[src/rtl/pipe_gap_if.sv]
// pipe_gap_if: spawn handshake carrying the next pipe gap Y to the renderer.
interface pipe_gap_if #(parameter int Y_W = 10);
   logic           spawn_valid;
   logic           spawn_ready;
   logic [Y_W-1:0] gap_y;
   modport master (output spawn_valid, gap_y, input spawn_ready);
   modport slave  (input spawn_valid, gap_y, output spawn_ready);
endinterface

[src/rtl/pipe_gap_scheduler.sv]
// pipe_gap_scheduler: times pipe spawns, draws a gap index from the LFSR,
// rejects/clamps it against the previous gap and offers gap Y to the renderer.
module pipe_gap_scheduler #(
   parameter int SPAWN_FRAMES = 90,
   parameter int IDX_MAX      = 23,
   parameter int MAX_STEP     = 6,
   parameter int MAX_RETRY    = 3,
   parameter int GAP_BASE     = 80,
   parameter int GAP_STEP     = 12,
   parameter int Y_W          = 10
) (
   input  logic       clk,
   input  logic       rst_n,
   input  logic       game_run_i,
   input  logic       frame_tick_i,
   input  logic [4:0] lfsr_data_i,
   output logic       lfsr_en_o,
   pipe_gap_if.master spawn_if,
   output logic [7:0] spawn_count_o,
   output logic       busy_o
);
   localparam int CW = $clog2(SPAWN_FRAMES + 1);
   localparam int RW = $clog2(MAX_RETRY + 1);
   localparam logic [CW-1:0] LAST = CW'(SPAWN_FRAMES - 1);
   localparam logic [RW-1:0] RMAX = RW'(MAX_RETRY);
   localparam logic [4:0]    IMAX = 5'(IDX_MAX);
   localparam logic [4:0]    STEP = 5'(MAX_STEP);
   localparam logic [4:0]    MID  = 5'(IDX_MAX / 2);

   typedef enum logic [2:0] {IDLE, WAIT, DRAW, CHECK, OFFER} state_e;

   state_e         state_q;
   logic [CW-1:0]  cnt_q;
   logic [RW-1:0]  retry_q;
   logic [4:0]     prev_q;
   logic           lfsr_en_q;
   logic           valid_q;
   logic           busy_q;
   logic [Y_W-1:0] gap_q;
   logic [7:0]     count_q;

   logic            accept_d;
   logic [4:0]      cand_d;
   logic [4:0]      idx_d;
   logic signed [5:0] diff_d;
   logic [Y_W-1:0]  gap_d;

   // A candidate is always within 0..IDX_MAX, so clamping toward it can never leave that range.
   always_comb begin
      accept_d = lfsr_data_i <= IMAX;
      cand_d   = accept_d ? lfsr_data_i : prev_q;
      diff_d   = $signed({1'b0, cand_d}) - $signed({1'b0, prev_q});
      idx_d    = diff_d > $signed({1'b0, STEP})  ? prev_q + STEP
               : diff_d < -$signed({1'b0, STEP}) ? prev_q - STEP : cand_d;
      gap_d    = Y_W'(GAP_BASE) + Y_W'(idx_d) * Y_W'(GAP_STEP);
   end

   always_ff @(posedge clk or negedge rst_n) begin
      if (!rst_n) begin
         state_q   <= IDLE;
         cnt_q     <= '0;
         retry_q   <= '0;
         prev_q    <= MID;
         lfsr_en_q <= 1'b0;
         valid_q   <= 1'b0;
         busy_q    <= 1'b0;
         gap_q     <= '0;
         count_q   <= '0;
      end else if (!game_run_i) begin
         state_q   <= IDLE;
         cnt_q     <= '0;
         retry_q   <= '0;
         lfsr_en_q <= 1'b0;
         valid_q   <= 1'b0;
         busy_q    <= 1'b0;
      end else begin
         lfsr_en_q <= 1'b0;
         case (state_q)
            IDLE: begin
               state_q <= WAIT;
               cnt_q   <= '0;
               count_q <= '0;
            end
            WAIT: if (frame_tick_i) begin
               if (cnt_q == LAST) begin
                  cnt_q     <= '0;
                  state_q   <= DRAW;
                  lfsr_en_q <= 1'b1;
                  busy_q    <= 1'b1;
               end else cnt_q <= cnt_q + CW'(1);
            end
            DRAW: state_q <= CHECK;
            CHECK: if (!accept_d && retry_q < RMAX) begin
               retry_q   <= retry_q + RW'(1);
               state_q   <= DRAW;
               lfsr_en_q <= 1'b1;
            end else begin
               gap_q   <= gap_d;
               prev_q  <= idx_d;
               retry_q <= '0;
               valid_q <= 1'b1;
               state_q <= OFFER;
            end
            OFFER: if (spawn_if.spawn_ready) begin
               valid_q <= 1'b0;
               busy_q  <= 1'b0;
               count_q <= count_q + 8'd1;
               state_q <= WAIT;
            end
            default: state_q <= IDLE;
         endcase
      end
   end

   assign lfsr_en_o            = lfsr_en_q;
   assign spawn_if.spawn_valid = valid_q;
   assign spawn_if.gap_y       = gap_q;
   assign spawn_count_o        = count_q;
   assign busy_o               = busy_q;
endmodule

[src/flat_wrapper.sv]
// flat-port wrapper written by rule: the top's interface ports become plain ports
module pipe_gap_scheduler_flat 
#(
   parameter int SPAWN_FRAMES = 90,
   parameter int IDX_MAX      = 23,
   parameter int MAX_STEP     = 6,
   parameter int MAX_RETRY    = 3,
   parameter int GAP_BASE     = 80,
   parameter int GAP_STEP     = 12,
   parameter int Y_W          = 10
)
  (clk, rst_n, game_run_i, frame_tick_i, lfsr_data_i, lfsr_en_o, spawn_count_o, busy_o, spawn_if_spawn_valid, spawn_if_gap_y, spawn_if_spawn_ready);
  pipe_gap_if #(.Y_W(Y_W)) spawn_if_i ();
  input  logic clk;
  input  logic rst_n;
  input  logic game_run_i;
  input  logic frame_tick_i;
  input  logic [4:0] lfsr_data_i;
  output logic lfsr_en_o;
  output logic [7:0] spawn_count_o;
  output logic busy_o;
  output wire logic [$bits(spawn_if_i.spawn_valid)-1:0] spawn_if_spawn_valid;
  output wire logic [$bits(spawn_if_i.gap_y)-1:0] spawn_if_gap_y;
  input wire logic [$bits(spawn_if_i.spawn_ready)-1:0] spawn_if_spawn_ready;
  assign spawn_if_spawn_valid = spawn_if_i.spawn_valid;
  assign spawn_if_gap_y = spawn_if_i.gap_y;
  assign spawn_if_i.spawn_ready = spawn_if_spawn_ready;
  pipe_gap_scheduler #(.SPAWN_FRAMES(SPAWN_FRAMES), .IDX_MAX(IDX_MAX), .MAX_STEP(MAX_STEP), .MAX_RETRY(MAX_RETRY), .GAP_BASE(GAP_BASE), .GAP_STEP(GAP_STEP), .Y_W(Y_W)) u_core (.clk(clk), .rst_n(rst_n), .game_run_i(game_run_i), .frame_tick_i(frame_tick_i), .lfsr_data_i(lfsr_data_i), .lfsr_en_o(lfsr_en_o), .spawn_if(spawn_if_i), .spawn_count_o(spawn_count_o), .busy_o(busy_o));
endmodule
[config.mk]
export PLATFORM = sky130hd
export DESIGN_NAME = pipe_gap_scheduler_flat
export DESIGN_NICKNAME = d
export VERILOG_FILES = /design/src/rtl/pipe_gap_if.sv /design/src/rtl/pipe_gap_scheduler.sv /design/src/flat_wrapper.sv
export SDC_FILE = /design/constraint.sdc
export NUM_CORES = 1
export LEC_CHECK = 0
export CAP_MARGIN = 10
export CORE_MARGIN = 3
export CORE_UTILIZATION = 50
export DETAILED_ROUTE_END_ITERATION = 10
export GPL_TIMING_DRIVEN = 0
export PLACE_DENSITY = 0.8
export SETUP_SLACK_MARGIN = 0.15
export SKIP_CTS_REPAIR_TIMING = 1
export SYNTH_ARGS = -nofsm -noshare
export SYNTH_HDL_FRONTEND = slang
export SYNTH_SLANG_ARGS = --single-unit
[constraint.sdc]
create_clock -name clk -period 4.9 [get_ports clk]
set_input_delay 0.98 -clock clk [delete_from_list [all_inputs] [get_ports clk]]
set_output_delay 0.98 -clock clk [all_outputs]
set_load 0.1 [all_outputs]
==> metrics.txt <==
async set-reset flop share out of synthesis=100%; initial antenna violation count=0; routability cong.=between 0.9 and 1; die width=slightly below 80 um; final period utilization=100%; failing checks=negative setup slack; crit-path max cell delay=about 520 ps; Worst Tran Pin Value=just under 1000 ps; synth cell count leaders=dfrtp_1, nand2_1, nor2_1; initial core utilization=between 50% and 60%; Seq cells post-synth=36; Top FF cell, synth=dfrtp_1; Final nets=between 300 and 400; hold crit path type=reg -> reg; share of layout cells above drive strength 1=24.5%; Synth area leaders=dfrtp_1, ha_1, nand2_1, o21ai_0, nor2_1; DRT Wirelength=~7400 um; clock root cell=clkbuf_8; Cell Rows=26; TritonCTS clock tree=built; slew margin rel.=between 30% and 40%; CP Data Required Time=around 5100 ps; H-tree levels=2; setup ws final=-7.26 ps; share of the synthesized area in the top cell type=a little under a third; clk buf depth=2; synthesized area per cell=about 8.7 um^2; CP endpoint kind=flip-flop; n_diodes=0; sequential fraction of the synthesis area=between 30% and 40%; Hold Slack=~490 ps; Routed Antenna Nets=0; Post-synth EDFFs=0; worst path cell trace=buf_6, nand2_8, mux2i_4, ha_4, fa_2, nor2b_4, o21ai_4, a21o_4, nor4_1, o221a_2, nor2_4, xnor2_2, ha_2, o21bai_4, nand2_2, xnor2_2, ha_2, nor4_2, or4_1, o211ai_1; YS warnings=0; HP Start=u_core.spawn_if.gap_y[5]$_DFFE_PN0P_; number of global-route vias before repair=between 2000 and 2500; CP Class=in -> reg; DRT iter0 DRCs=132; origin of the critical flop-to-flop path=u_core.prev_q[1]$_DFFE_PN1P_; status=finished, violations left; final hold violation count=0; I/O Pins=31; Clock Skew=roughly 8.6 ps; fin. max-slew vios=0; gr usage total=a little over a fifth; HPWL Detailed=4550 um; chip height=between 70 and 80 um; synthesized instance count=around 300; max cap viols=0; DR WL/cell=between 15 and 20 um; WP data arrival=between 5000 and 6000 ps; Hold Path Sink=u_core.spawn_if.gap_y[5]$_DFFE_PN0P_; vias per cell=~6.0; RSZ-0062 raised after global routing=true; Final min period=4910 ps; R2R cell count=19; Hold Path Depth=2; Mapped Area=approximately 2700 um^2; CP max stage cell=or4_1; Crit Reg-Reg Endpoint=u_core.spawn_if.gap_y[8]$_DFFE_PN0P_; max frequency=about 200 MHz; CTS Buf Count=5; Pre-Repair DR Iteration Count=4; CP Max Fanout=5; R2R Setup Slk=210 ps; Fillers=between 400 and 500; worst skew pair latency=290 ps; largest net degree at the start of global routing=37; clock-pin transition on the worst setup and hold timing paths=about 70 ps; DR vias=~2600; first-pass GRT wire length=10600 um; drt drc=0; setup violators final=1; Die ar.=6270 um^2; Synth area leader=dfrtp_1; placeable core area=5140 um^2; Port Buffers=28; crit path launch type=primary input; GRT overflow=0; Area Overhead vs Synth=34.8%; synth unique cells=64; clk sinks=36
layout make-up:
cell class              count  area (um^2)  area share, %
well taps                  70         87.6           2.43
flip-flops and latches     36          905           25.1
multi-input cells         248         1940           53.8
clock inverters             2         35.0          0.971
inverters                  13         48.8           1.35
clock buffers               6         72.6           2.01
repair buffers             51          462           12.8
plain buffers              11         56.3           1.56
logic make-up (layout without fill, tap and decap cells):
kind of cell,Yosys count,count (layout),synth area share [%]
AND/OR/NAND/NOR,129,129,25.4
AO/OA/AOI/OAI,82,82,21.4
flip-flops,36,36,33.8
buffers and inverters,25,83,4.07
adder cells (fa/ha/maj),17,17,8.22
XOR/XNOR,13,13,4.95
multiplexers,5,5,1.96
other,1,2,0.140
per-layer routing:
metal  wire length [um]  track usage, %
met5                  0               0
met2               3850            37.3
met3                315            4.99
met4                242            4.81
met1               2940            25.5
critical path: cells and delay by family:
kind	cells	cell delay [ps]
AO/OA/AOI/OAI	5	970
buffers and inverters	1	100
multiplexers	1	200
adder cells (fa/ha/maj)	4	1040
AND/OR/NAND/NOR	7	1450
XOR/XNOR	2	360
per-stage QoR:
stage                     TNS (ps)  instances  setup slack [ps]  utilization [%]  area, um^2
after floorplan                  0        309               138                -        2740
after global placement       -2550        407              -765             60.5        3110
after detailed placement     -2830        407              -846             60.4        3100
after CTS                    -1460        415              -580             62.5        3210
after global routing          -239        437              -169             70.2        3610
final                        -7.26        437             -7.26             70.2        3610
registers in the layout, indices dropped and copies added (netlist names):
register	count
u_core.state_q	3
u_core.spawn_count_o	8
u_core.spawn_if.gap_y	8
u_core.lfsr_en_o	1
u_core.spawn_if.spawn_valid	1
u_core.prev_q	5
u_core.retry_q	2
u_core.cnt_q	7
u_core.busy_o	1
how the worst max path moves through the flow:
stage                     slack (ps)  cells after the start           start                              endpoint
after detailed placement        -850                     21  lfsr_data_i[3]  u_core.spawn_if.gap_y[8]$_DFFE_PN0P_
after CTS                       -580                     21  lfsr_data_i[3]  u_core.spawn_if.gap_y[8]$_DFFE_PN0P_
after global placement          -770                     21  lfsr_data_i[3]  u_core.spawn_if.gap_y[8]$_DFFE_PN0P_
after floorplan                  140                     20  lfsr_data_i[3]  u_core.spawn_if.gap_y[8]$_DFFE_PN0P_
final                             -7                     20  lfsr_data_i[3]  u_core.spawn_if.gap_y[8]$_DFFE_PN0P_
after global routing            -170                     20  lfsr_data_i[3]  u_core.spawn_if.gap_y[8]$_DFFE_PN0P_
layout by cell type, fill, tap and decap left out, drive strengths merged, types with 3 or more instances in the layout:
master	n
nor2	24
xor2	6
or3	5
o21ai	22
dfstp	3
or2	7
nor3b	3
mux2i	3
xnor2	7
inv	13
clkbuf	14
nand4	5
buf	29
o31ai	8
dfrtp	33
dlymetal6s2s	3
nor3	8
nor2b	11
nor4	5
a21o	5
and3	6
a21oi	12
ha	16
and2	3
nand2	33
nand3b	3
nand3	10
clkdlybuf4s50	22
nand2b	4
Power is left out: the tool's default activity adds up to more than one toggle a clock period on the data nets, which glitch-free logic cannot reach.
